--- src/rtl/top_4x4.sv ---
// 4x4 weight-stationary systolic array: weights shift in from the top,
// activations flow right, partial sums flow down, outputs deskewed.
module top_4x4 #(
  parameter int depth     = 4,
  parameter int bit_width = 8,
  parameter int acc_width = 32,
  parameter int size      = 4
) (
  input  logic                        clk,
  input  logic                        rst_n,
  input  logic                        control,
  input  logic [bit_width*depth-1:0]  data_arr,
  input  logic [bit_width*size-1:0]   wt_arr,
  output logic [acc_width*size-1:0]   acc_out
);

  localparam int bw = bit_width;
  localparam int aw = acc_width;

  logic [bw-1:0] w [depth][size];

  logic [bw*depth-1:0]          row_in;
  logic [aw*size*depth-1:0]     psum_bus;
  logic [bw*(size-1)*depth-1:0] data_bus;

  // Weight column shift register; frozen outside the load phase.
  always_ff @(posedge clk or negedge rst_n) begin
    if (!rst_n) begin
      for (int i = 0; i < depth; i++)
        for (int j = 0; j < size; j++)
          w[i][j] <= '0;
    end else if (control) begin
      for (int j = 0; j < size; j++) begin
        w[0][j] <= wt_arr[bw*j +: bw];
        for (int i = 1; i < depth; i++)
          w[i][j] <= w[i-1][j];
      end
    end
  end

  assign row_in[bw-1:0] = data_arr[bw-1:0];

  for (genvar i = 1; i < depth; i++) begin : g_skew
    logic [bw-1:0] sr [i];

    always_ff @(posedge clk or negedge rst_n) begin
      if (!rst_n) begin
        for (int k = 0; k < i; k++)
          sr[k] <= '0;
      end else if (control) begin
        for (int k = 0; k < i; k++)
          sr[k] <= '0;
      end else begin
        sr[0] <= data_arr[bw*i +: bw];
        for (int k = 1; k < i; k++)
          sr[k] <= sr[k-1];
      end
    end

    assign row_in[bw*i +: bw] = sr[i-1];
  end

  for (genvar i = 0; i < depth; i++) begin : g_row
    for (genvar j = 0; j < size; j++) begin : g_col
      logic [bw-1:0]   a;
      logic [aw-1:0]   pin;
      logic [2*bw-1:0] prod;
      logic [aw-1:0]   p;

      if (j == 0) begin : g_a_edge
        assign a = row_in[bw*i +: bw];
      end else begin : g_a_chain
        assign a = data_bus[bw*(i*(size-1)+j-1) +: bw];
      end

      if (i == 0) begin : g_p_top
        assign pin = '0;
      end else begin : g_p_chain
        assign pin = psum_bus[aw*((i-1)*size+j) +: aw];
      end

      assign prod = {{bw{1'b0}}, a} * {{bw{1'b0}}, w[i][j]};

      always_ff @(posedge clk or negedge rst_n) begin
        if (!rst_n)
          p <= '0;
        else if (control)
          p <= '0;
        else
          p <= pin + {{(aw-2*bw){1'b0}}, prod};
      end

      assign psum_bus[aw*(i*size+j) +: aw] = p;

      // Last column has no right-hand neighbour to feed.
      if (j < size-1) begin : g_fwd
        logic [bw-1:0] d;

        always_ff @(posedge clk or negedge rst_n) begin
          if (!rst_n)
            d <= '0;
          else if (control)
            d <= '0;
          else
            d <= a;
        end

        assign data_bus[bw*(i*(size-1)+j) +: bw] = d;
      end
    end
  end

  for (genvar j = 0; j < size; j++) begin : g_out
    logic [aw-1:0] bot;

    assign bot = psum_bus[aw*((depth-1)*size+j) +: aw];

    if (j < size-1) begin : g_dly
      logic [aw-1:0] dr [size-1-j];

      always_ff @(posedge clk or negedge rst_n) begin
        if (!rst_n) begin
          for (int k = 0; k < size-1-j; k++)
            dr[k] <= '0;
        end else if (control) begin
          for (int k = 0; k < size-1-j; k++)
            dr[k] <= '0;
        end else begin
          dr[0] <= bot;
          for (int k = 1; k < size-1-j; k++)
            dr[k] <= dr[k-1];
        end
      end

      assign acc_out[aw*j +: aw] = dr[size-2-j];
    end else begin : g_direct
      assign acc_out[aw*j +: aw] = bot;
    end
  end

endmodule

--- config.mk ---
export PLATFORM = sky130hd
export DESIGN_NAME = top_4x4
export DESIGN_NICKNAME = d
export VERILOG_FILES = /design/src/rtl/top_4x4.sv
export SDC_FILE = /design/constraint.sdc
export NUM_CORES = 2
export LEC_CHECK = 0
export CORE_ASPECT_RATIO = 0.8
export CORE_MARGIN = 2
export CORE_UTILIZATION = 44
export CTS_CLUSTER_DIAMETER = 50
export DETAILED_ROUTE_END_ITERATION = 8
export DONT_BUFFER_PORTS = 1
export PLACE_DENSITY = 0.63
export SLEW_MARGIN = 20
export SYNTH_ARGS = -nofsm -noshare
export SYNTH_HDL_FRONTEND = slang
export SYNTH_SLANG_ARGS = --single-unit
--- constraint.sdc ---
create_clock -name clk -period 4 [get_ports clk]
set_input_delay 0.4 -clock clk [delete_from_list [all_inputs] [get_ports clk]]
set_output_delay 0.4 -clock clk [all_outputs]
set_load 0.1 [all_outputs]
==> run_results.csv <==
group,metric,value,unit
global_routing,grtUsageMet3,2.88,%
cells_and_area,postLayoutCellArea,84400,um^2
global_routing,grt_pass1_wl,236,mm
clocking,clk_pin_slew_worst_paths,60,ps
critical_path,critical-path-slowest-cell,"fa_2",
cells_and_area,layout.nets,9164,
route,vias_per_cell,4.65,
worst_hold_path,hold_depth,1,
floorplan,initial_utilization,44.4,%
place,port-buffer-count,0,
clocking,cts_tree,"yes",
global_routing,grt_overflow,0,
route,routed_wl,142,mm
sta,fin_worst_skew,55.8,ps
floorplan,fp.dieW,426,um
synth,postSynthAreaPerCell,9.75,um^2
power,p_leak,43.4,nW
sta,hold_viol_final,0,
global_routing,grt_use_met1,28.4,%
critical_path,critPathMaxStageDelay,570,ps
critical_path,crit_chain,"buf_6 > and2_4 > fa_2 > fa_1 > fa_1 > inv_1 > fa_1 > inv_2 > ha_4 > and4_4 > a21o_1 > a311oi_2 > o311ai_1 > a21oi_1 > mux2_4",
critical_path,critPathKind,"reg2reg",
sta,setup_ws,-335,ps
sta,rsz0062_at_grt,"true",
global_routing,first_global_vias,47956,
clocking,cts.sinks,680,
power,cellPowerDensity,376,nW/um^2
clocking,cts_buffer_depth,3,
place,gp_congestion,0.836,
global_routing,antenna_found_initial,3,
sta,finalMaxSlewViolations,411,
synth,async_flop_share,100,%
global_routing,grt.busiest_layer,"met2",
critical_path,path_common_cell,"fa_1",
synth,yosysSeqAreaShare,27.2,%
critical_path,crit_path_max_fanout,4,
critical_path,arrival,4930,ps
floorplan,coreArea,141000,um^2
floorplan,dieArea,145000,um^2
global_routing,gr-usage-all-layers,19.4,%
synth,synth_cell_types,73,
critical_path,startpoint_type,"flip-flop",
synth,synth_top_flop_cell,"dfrtp_1",
sta,max_slew_margin,-42.0,%
clocking,cts_made_buffers,96,
route,num_vias,45073,
synth,synth-seq-cells,680,
floorplan,std_cell_rows,123,
cells_and_area,areaGrowthSynthToFinish,34.9,%
route,drtIter0Drc,1773,
run_status,outcome,"finished, violations left",
sta,setup_viol,102,
route,wl_per_cell,14.7,um
route,first_pass_iters,5,
worst_hold_path,hold_path.class,"in2reg",
place,hpwl,100,mm
sta,tightest_slew,2130,ps
sta,setup-tns-final,-13150,ps
sta,min_period,4330,ps
clocking,cts-root-buf,"clkbuf_16",
floorplan,die_y,341,um
global_routing,grt_max_degree,709,
synth,syn_inst,6416,
route,ant_nets,0,
power,peakVddDrop,0.000474,V
run_status,violations,"slew limit, setup timing",
clocking,cts_htree_levels,3,
floorplan,ioPinCount,195,
place,place_area,69900,um^2
global_routing,met2_usage,30.6,%
cells_and_area,layout-drive-gt1-share,29.9,%
critical_path,critPathCaptureType,"flip-flop",
route,drc,0,
synth,yosys_warnings,0,
critical_path,reg2reg_depth,15,
synth,synth_edf_count,0,
critical_path,cp.required,4600,ps
sta,fmax,231,MHz
job,maxCapViolCount,0,
synth,netlist_area,62600,um^2
sta,min_period_over_period,108,%
clocking,clk_latency,730,ps
[cell usage after synthesis, drive strengths merged, types with 14 or more instances]
library cell,count,area [um^2]
inv,1395,5240
fa,748,15000
dfrtp,680,17000
and2,621,3880
ha,612,7660
nand2,485,1820
nor2b,367,2300
nor2,273,1020
clkbuf,153,576
mux2,144,1620
o21ai,124,621
a21oi,113,569
buf,92,677
xnor2,86,753
a211oi,74,561
a21o,58,435
nor3,44,220
xor2,44,385
o21a,40,300
nand3,32,160
a31oi,19,119
nand2b,19,119
o21bai,14,105
[worst max-delay path: cells and delay by family (launching register included)]
| kind | cells | cell delay, ps |
|---|---|---|
| muxes | 1 | 310 |
| DFF | 1 | 440 |
| AOI/OAI and AO/OA | 4 | 720 |
| and+or+nand+nor | 2 | 330 |
| buffers and inverters | 3 | 220 |
| adders and majority gates | 5 | 2190 |
[repair_timing]
item,4_1_cts,5_1_grt
resized for setup,768,534
hold buffers,437,5
cloned,0,0
endpoints found under the setup margin,140,165
pin swaps,394,412
endpoints found under the hold margin,1227,245
setup buffers,166,114
[power breakdown]
part	switching [mW]	total, mW	internal (mW)
logic	6.99	14.3	7.34
clock network	3.52	8.78	5.26
registers	0.893	8.60	7.71
total	11.4	31.7	20.3
[registers in the layout, summed over array words and instances, names as in the netlist]
signal	flops
g_skew.sr	24
w	128
g_row.g_col.a	24
g_row.g_col.p	208
g_out.bot	80
g_row.g_col.g_fwd.d	96
g_out.g_dly.dr	80
acc_out	40
[cell type report]
type / instances / area, um^2
Clock inverter: 67 / 816
Clock buffer: 108 / 2530
Inverter: 1395 / 5240
Antenna cell: 3 / 7.51
Fill cell: 11593 / 56400
Multi-Input combinational cell: 4143 / 43800
Sequential cell: 680 / 17200
Timing Repair Buffer: 1421 / 12500
Tap cell: 1875 / 2350
[kinds of logic (layout without fill, tap and decap cells)]
group,Yosys count,count (layout),share of synthesized area [%]
other,1,51,0.00599
buffers and inverters,1640,2991,10.4
flip-flops,680,680,27.2
adder cells (fa/ha/maj),1360,1360,36.2
XOR/XNOR,130,130,1.82
AO/OA/AOI/OAI,551,551,5.84
AND/OR/NAND/NOR,1905,1905,15.9
multiplexers,149,149,2.67
[final timing paths]
check | from | end | slack [ps]
min reg2reg | g_skew[2].sr[9]$_DFF_PN0_ | g_row[2].g_col[0].a[1]$_DFF_PN0_ | 460
max | g_row[3].g_col[1].g_fwd.d[3]$_DFF_PN0_ | g_out[2].bot[17]$_DFF_PN0_ | -330
max reg2reg | g_row[3].g_col[1].g_fwd.d[3]$_DFF_PN0_ | g_out[2].bot[17]$_DFF_PN0_ | -330
min in group asynchronous | rst_n | acc_out[11]$_DFF_PN0_ | 140
max in group asynchronous | rst_n | w[115]$_DFFE_PN0P_ | 1340
min | control | w[72]$_DFFE_PN0P_ | 100
[per-layer routing]
metal	vias up	wire length [um]
met5	-	0
met1	22205	70600
met4	0	2600
met2	547	64500
met3	171	4530
li1	22150	-
[cells in the final DEF, fill, tap and decap left out, types with 145 or more instances in the layout]
cell type / n
and2_1: 529
buf_4: 830
buf_6: 145
dfrtp_1: 516
dfrtp_2: 164
dlygate4sd3_1: 433
fa_1: 683
ha_1: 478
inv_1: 1263
nand2_1: 380
nor2_1: 246
nor2b_1: 366
[stage by stage]
stage / hold slack (ps) / utilization [%] / setup WS [ps] / cells / power, mW
5_1_grt: -8.20 / 59.9 / -526 / 9691 / 34.0
3_5_place_dp: 145 / 49.6 / -479 / 8815 / 19.2
3_3_place_gp: 152 / 49.6 / -412 / 8815 / 19.0
4_1_cts: -661 / 57.8 / -327 / 9587 / 30.4
2_1_floorplan: 104 / - / -220 / 6463 / 15.6
6_report: 103 / 59.9 / -335 / 9692 / 31.7
No activity file was read; power rests on OpenSTA's default activity.
